==> config.mk <==
export PLATFORM = sky130hd
export DESIGN_NAME = logic_unit_pipe
export DESIGN_NICKNAME = d
export VERILOG_FILES = /design/src/rtl/logic_unit_pipe.sv
export SDC_FILE = /design/constraint.sdc
export NUM_CORES = 1
export LEC_CHECK = 0
export CAP_MARGIN = 20
export CORE_MARGIN = 4
export CORE_UTILIZATION = 25
export CTS_BUF_LIST = sky130_fd_sc_hd__clkbuf_4
export CTS_CLUSTER_SIZE = 28
export DETAILED_ROUTE_END_ITERATION = 10
export PLACE_DENSITY_LB_ADDON = 0.08
export SLEW_MARGIN = 15
export SYNTH_ARGS = -nofsm -noshare
export SYNTH_HDL_FRONTEND = slang
export SYNTH_SLANG_ARGS = --single-unit
==> constraint.sdc <==
create_clock -name clk -period 3.7 [get_ports clk]
set_input_delay 1.11 -clock clk [delete_from_list [all_inputs] [get_ports clk]]
set_output_delay 1.11 -clock clk [all_outputs]
set_load 0.005 [all_outputs]
==> src/rtl/logic_unit_pipe.sv <==
// logic_unit_pipe: pipelined eight-op bitwise logic unit with result flags and valid/ready backpressure
module logic_unit_pipe #(
  parameter int WIDTH  = 32,
  parameter int STAGES = 2
) (
  input  logic             clk,
  input  logic             rst_n,
  input  logic             in_valid,
  output logic             in_ready,
  input  logic [2:0]       in_op,
  input  logic [WIDTH-1:0] in_a,
  input  logic [WIDTH-1:0] in_b,
  output logic             out_valid,
  input  logic             out_ready,
  output logic [WIDTH-1:0] out_s,
  output logic             out_zero,
  output logic             out_ones,
  output logic             out_par
);
  localparam int PW = WIDTH + 3;
  logic [STAGES-1:0] valid_q, valid_d, src_v;
  logic [PW-1:0]     data_q [STAGES];
  logic [PW-1:0]     data_d [STAGES];
  logic [PW-1:0]     src_p  [STAGES];
  logic [STAGES:0]   rdy;
  logic [WIDTH-1:0]  res;
  always_comb begin
    res = in_op == 3'd0 ? ~in_a :
          in_op == 3'd1 ? in_a & in_b :
          in_op == 3'd2 ? in_a | in_b :
          in_op == 3'd3 ? in_a ^ in_b :
          in_op == 3'd4 ? ~(in_a & in_b) :
          in_op == 3'd5 ? ~(in_a | in_b) :
          in_op == 3'd6 ? ~(in_a ^ in_b) : in_a;
    // a stage can take new data when empty or when its successor is taking its contents
    rdy[STAGES] = out_ready;
    for (int k = STAGES - 1; k >= 0; k--) rdy[k] = !valid_q[k] || rdy[k+1];
    src_v[0] = in_valid;
    src_p[0] = {res, res == '0, &res, ^res};
    for (int k = 1; k < STAGES; k++) begin
      src_v[k] = valid_q[k-1];
      src_p[k] = data_q[k-1];
    end
    valid_d = valid_q;
    data_d  = data_q;
    for (int k = 0; k < STAGES; k++) begin
      valid_d[k] = rdy[k] ? src_v[k] : valid_q[k];
      data_d[k]  = rdy[k] && src_v[k] ? src_p[k] : data_q[k];
    end
  end
  always_ff @(posedge clk or negedge rst_n) begin
    if (!rst_n) begin
      valid_q <= '0;
      for (int k = 0; k < STAGES; k++) data_q[k] <= '0;
    end else begin
      valid_q <= valid_d;
      data_q  <= data_d;
    end
  end
  assign in_ready  = rdy[0];
  assign out_valid = valid_q[STAGES-1];
  assign {out_s, out_zero, out_ones, out_par} = data_q[STAGES-1];
endmodule
==> results by group <==
Global routing
  – First-pass GRT wire length: 35.4 mm
  – Grt total ovfl: 0
  – Pin count of the biggest net entering global routing: 73
  – Initial antenna violation count: 1
  – Vias in the first global route: 6,498
  – Total GRT Usage: 14.0%

Clocking
  – Worst-Skew Late Latency: 0.41 ns
  – CTS Root Cell: clkbuf_4
  – Htree depth: 3
  – Clk buf depth: 2
  – CTS Buf Count: 9
  – CTS clk-pin slew, worst paths: roughly 0.11 ns
  – CTS tree: done
  – Clk sinks: 72

Placement
  – Routability cong.: 0.781
  – Area post-placement: 0.00981 mm2
  – DP Cell Count: roughly 1,400
  – Dpl hpwl: 17.8 mm
  – Number of buffers added on ports: 107

Logic synthesis
  – Post-Syn Instances: between 700 and 800
  – Post-synth top area share: 24.9%
  – Syn avg cell area: 9.22 um2
  – Synthesized flop and latch total: 72
  – Most common cell in the synthesized netlist: inv_1
  – Yosys warnings: 0
  – Post-synth EDFFs: 0
  – Top cells by area, synth: dfrtp_1 (25%), ha_1 (15%), mux2_2 (9.8%)
  – Synthesized area: ~0.0072 mm2
  – Top FF cell, synth: dfrtp_1
  – Syn_nets: ~940
  – Sequential area share after synthesis: around 25%
  – Post-synth ARST share: between 90% and 100%
  – Netlist cell types: 59
  – Area leader, netlist: dfrtp_1
  – Commonest cells in the synthesized netlist: inv_1 (104), ha_1 (89), dfrtp_1 (72)

Route
  – DR DRC count: 0
  – Initial DRC Count: 308
  – Routed WL: 22.1 mm
  – Post-DRT Antenna Nets: 0
  – Pre-antenna DRT Iters: 6
  – Wire length per cell: 15.4 um
  – Via count: 6,458
  – Via density: 4.50

Timing
  – Final Hold Viols: 0
  – Fin. max-slew vios: 0
  – Max-slew headroom: roughly 39%
  – RSZ-0062 raised after global routing: true
  – Minimum clock period: 3.73 ns
  – Worst slew pin tran: a little over 0.9 ns
  – WHS: 0.489 ns
  – Final worst path period share: 101%
  – Worst setup margin: -0.0267 ns
  – Achievable Freq: about 0.27 GHz
  – Clk_skew: 0.00631 ns
  – Final setup violation count: 1

Floorplan
  – Core ar.: about 0.029 mm2
  – Die height: around 180 um
  – Initial cell density of the core: 25.3%
  – Die Area: 0.0317 mm2
  – DIE WIDTH: 178 um
  – Site Rows: 62
  – Boundary Pins: 108

Cells and area
  – Fillers: 2,962
  – # nets final: about 1,200
  – Design Area, Final: 0.0107 mm2
  – Multi-input logic area: 0.00509 mm2
  – Synth-to-Final Area Change: 48.3%
  – Fin cells: 1,435
  – Share of cells above drive strength 1: 39.9%
  – Storage cell area: 0.00180 mm2

Power and ir drop
  – Total power: 0.00364 W
  – Leak: 4.98 nW
  – Power per cell area: 340 mW/mm2
  – Peak VDD IR: 0.000149 V

Status
  – Failing checks: setup timing
  – Status: finished with violations

Worst setup path
  – Crit path required time: 4.04 ns
  – Startpoint class of the critical path: input pin
  – Worst path arrival time: a little over 4 ns
  – Worst-path fanout max: 3
  – CP Class: input pin to flip-flop
  – Worst Setup End Kind: flip-flop

Min path
  – Worst Hold Class: flip-flop to flip-flop

Job
  – Max Cap Violations: 0
-- sequential cells by signal, indices dropped and copies added (netlist names) --
signal / flops
out_zero: 1
data_q: 35
out_ones: 1
out_par: 1
valid_q: 2
out_s: 32
-- stage by stage --
step / util [%] / TNS, ns / setup slack [ns]
2_1_floorplan: - / -0.0263 / -0.0263
3_3_place_gp: 34.3 / -1.75 / -0.929
3_5_place_dp: 34.3 / -1.71 / -0.894
4_1_cts: 36.8 / 0 / 0.000459
5_1_grt: 37.5 / -0.0894 / -0.0894
6_report: 37.5 / -0.0267 / -0.0267
-- final cells by class --
cell class | instances | share of cell area (%)
Sequential cell | 72 | 16.8
Inverter | 107 | 3.75
Multi-Input combinational cell | 522 | 47.4
Clock buffer | 9 | 0.630
Timing Repair Buffer | 333 | 26.1
Antenna cell | 1 | 0.0233
Clock inverter | 7 | 0.805
Tap cell | 384 | 4.48
-- worst max-delay path: stages --
cell and delay, ns:
clkdlybuf4s50_1 0.48, buf_4 0.13, ha_2 0.18, nand2b_1 0.12
a21oi_1 0.06, a211oi_1 0.16, a21oi_1 0.09, a21oi_2 0.17
buf_4 0.14, inv_1 0.04, ha_1 0.28, xnor2_1 0.13
buf_4 0.15, xnor2_4 0.19, xnor2_4 0.15, xnor2_1 0.15
xnor3_1 0.23, o21ai_1 0.12
-- cells by family after synthesis --
group	synth area share (%)
buf+inv	12.6
compound gates	18.7
simple gates	8.98
mux	17.4
fa+ha+maj	15.4
flops	24.9
xor+xnor	2.01
-- metal layers --
metal | track usage (%) | share of wire (%) | up-vias
li1 | - | - | 3272
met1 | 20.1 | 49 | 3091
met2 | 23.4 | 47 | 85
met3 | 1.25 | 2.8 | 10
met4 | 2.29 | 0.70 | 0
met5 | 0 | 0 | -
-- path summary, 6_finish.rpt --
| path | start | to | slack [ns] | cells after the start |
|---|---|---|---|---|
| setup reg to reg | valid_q[0] | data_q[37] | 2.02 | 5 |
| hold / removal | data_q[48] | data_q[48] | 0.49 | 2 |
| max in group asynchronous | rst_n | out_s[24] | 2.29 | 1 |
| min in group asynchronous | rst_n | out_s[5] | 0.82 | 1 |
| setup / recovery | in_a[23] | data_q[35] | -0.03 | 18 |
| hold reg to reg | data_q[48] | data_q[48] | 0.49 | 2 |
-- timing repair --
| action | in CTS | in global routing |
|---|---|---|
| endpoints found under the setup margin | 1 | 3 |
| gates resized for setup | 90 | 27 |
| hold buffers | 0 | 0 |
| buffers inserted | 26 | 3 |
| pin swaps | 63 | 23 |
| hold endpoints to repair | 0 | 0 |
-- power by group --
group | internal [W] | switching [W] | leakage, nW | total [W]
logic | 0.00119 | 0.000804 | 4.05 | 0.00199
clock network | 0.000267 | 0.000279 | 0.0747 | 0.000546
registers | 0.000992 | 0.000113 | 0.853 | 0.00110
-- cell usage in the layout, fill, tap and decap left out, types with 12 or more instances in the layout --
| cell | n |
|---|---|
| buf_4 | 223 |
| inv_1 | 92 |
| clkdlybuf4s50_1 | 79 |
| dfrtp_1 | 72 |
| ha_1 | 68 |
| mux2_2 | 63 |
| nor2_1 | 40 |
| nand2_1 | 39 |
| a22o_1 | 29 |
| a21oi_1 | 25 |
| mux2i_1 | 19 |
| ha_4 | 19 |
| dlygate4sd2_1 | 19 |
| o21ai_0 | 18 |
| o22ai_1 | 17 |
| mux4_2 | 16 |
| inv_2 | 14 |
| nor2b_1 | 14 |
| a21oi_2 | 13 |
| nand2b_1 | 12 |
Power figures use the tool's default switching activity.
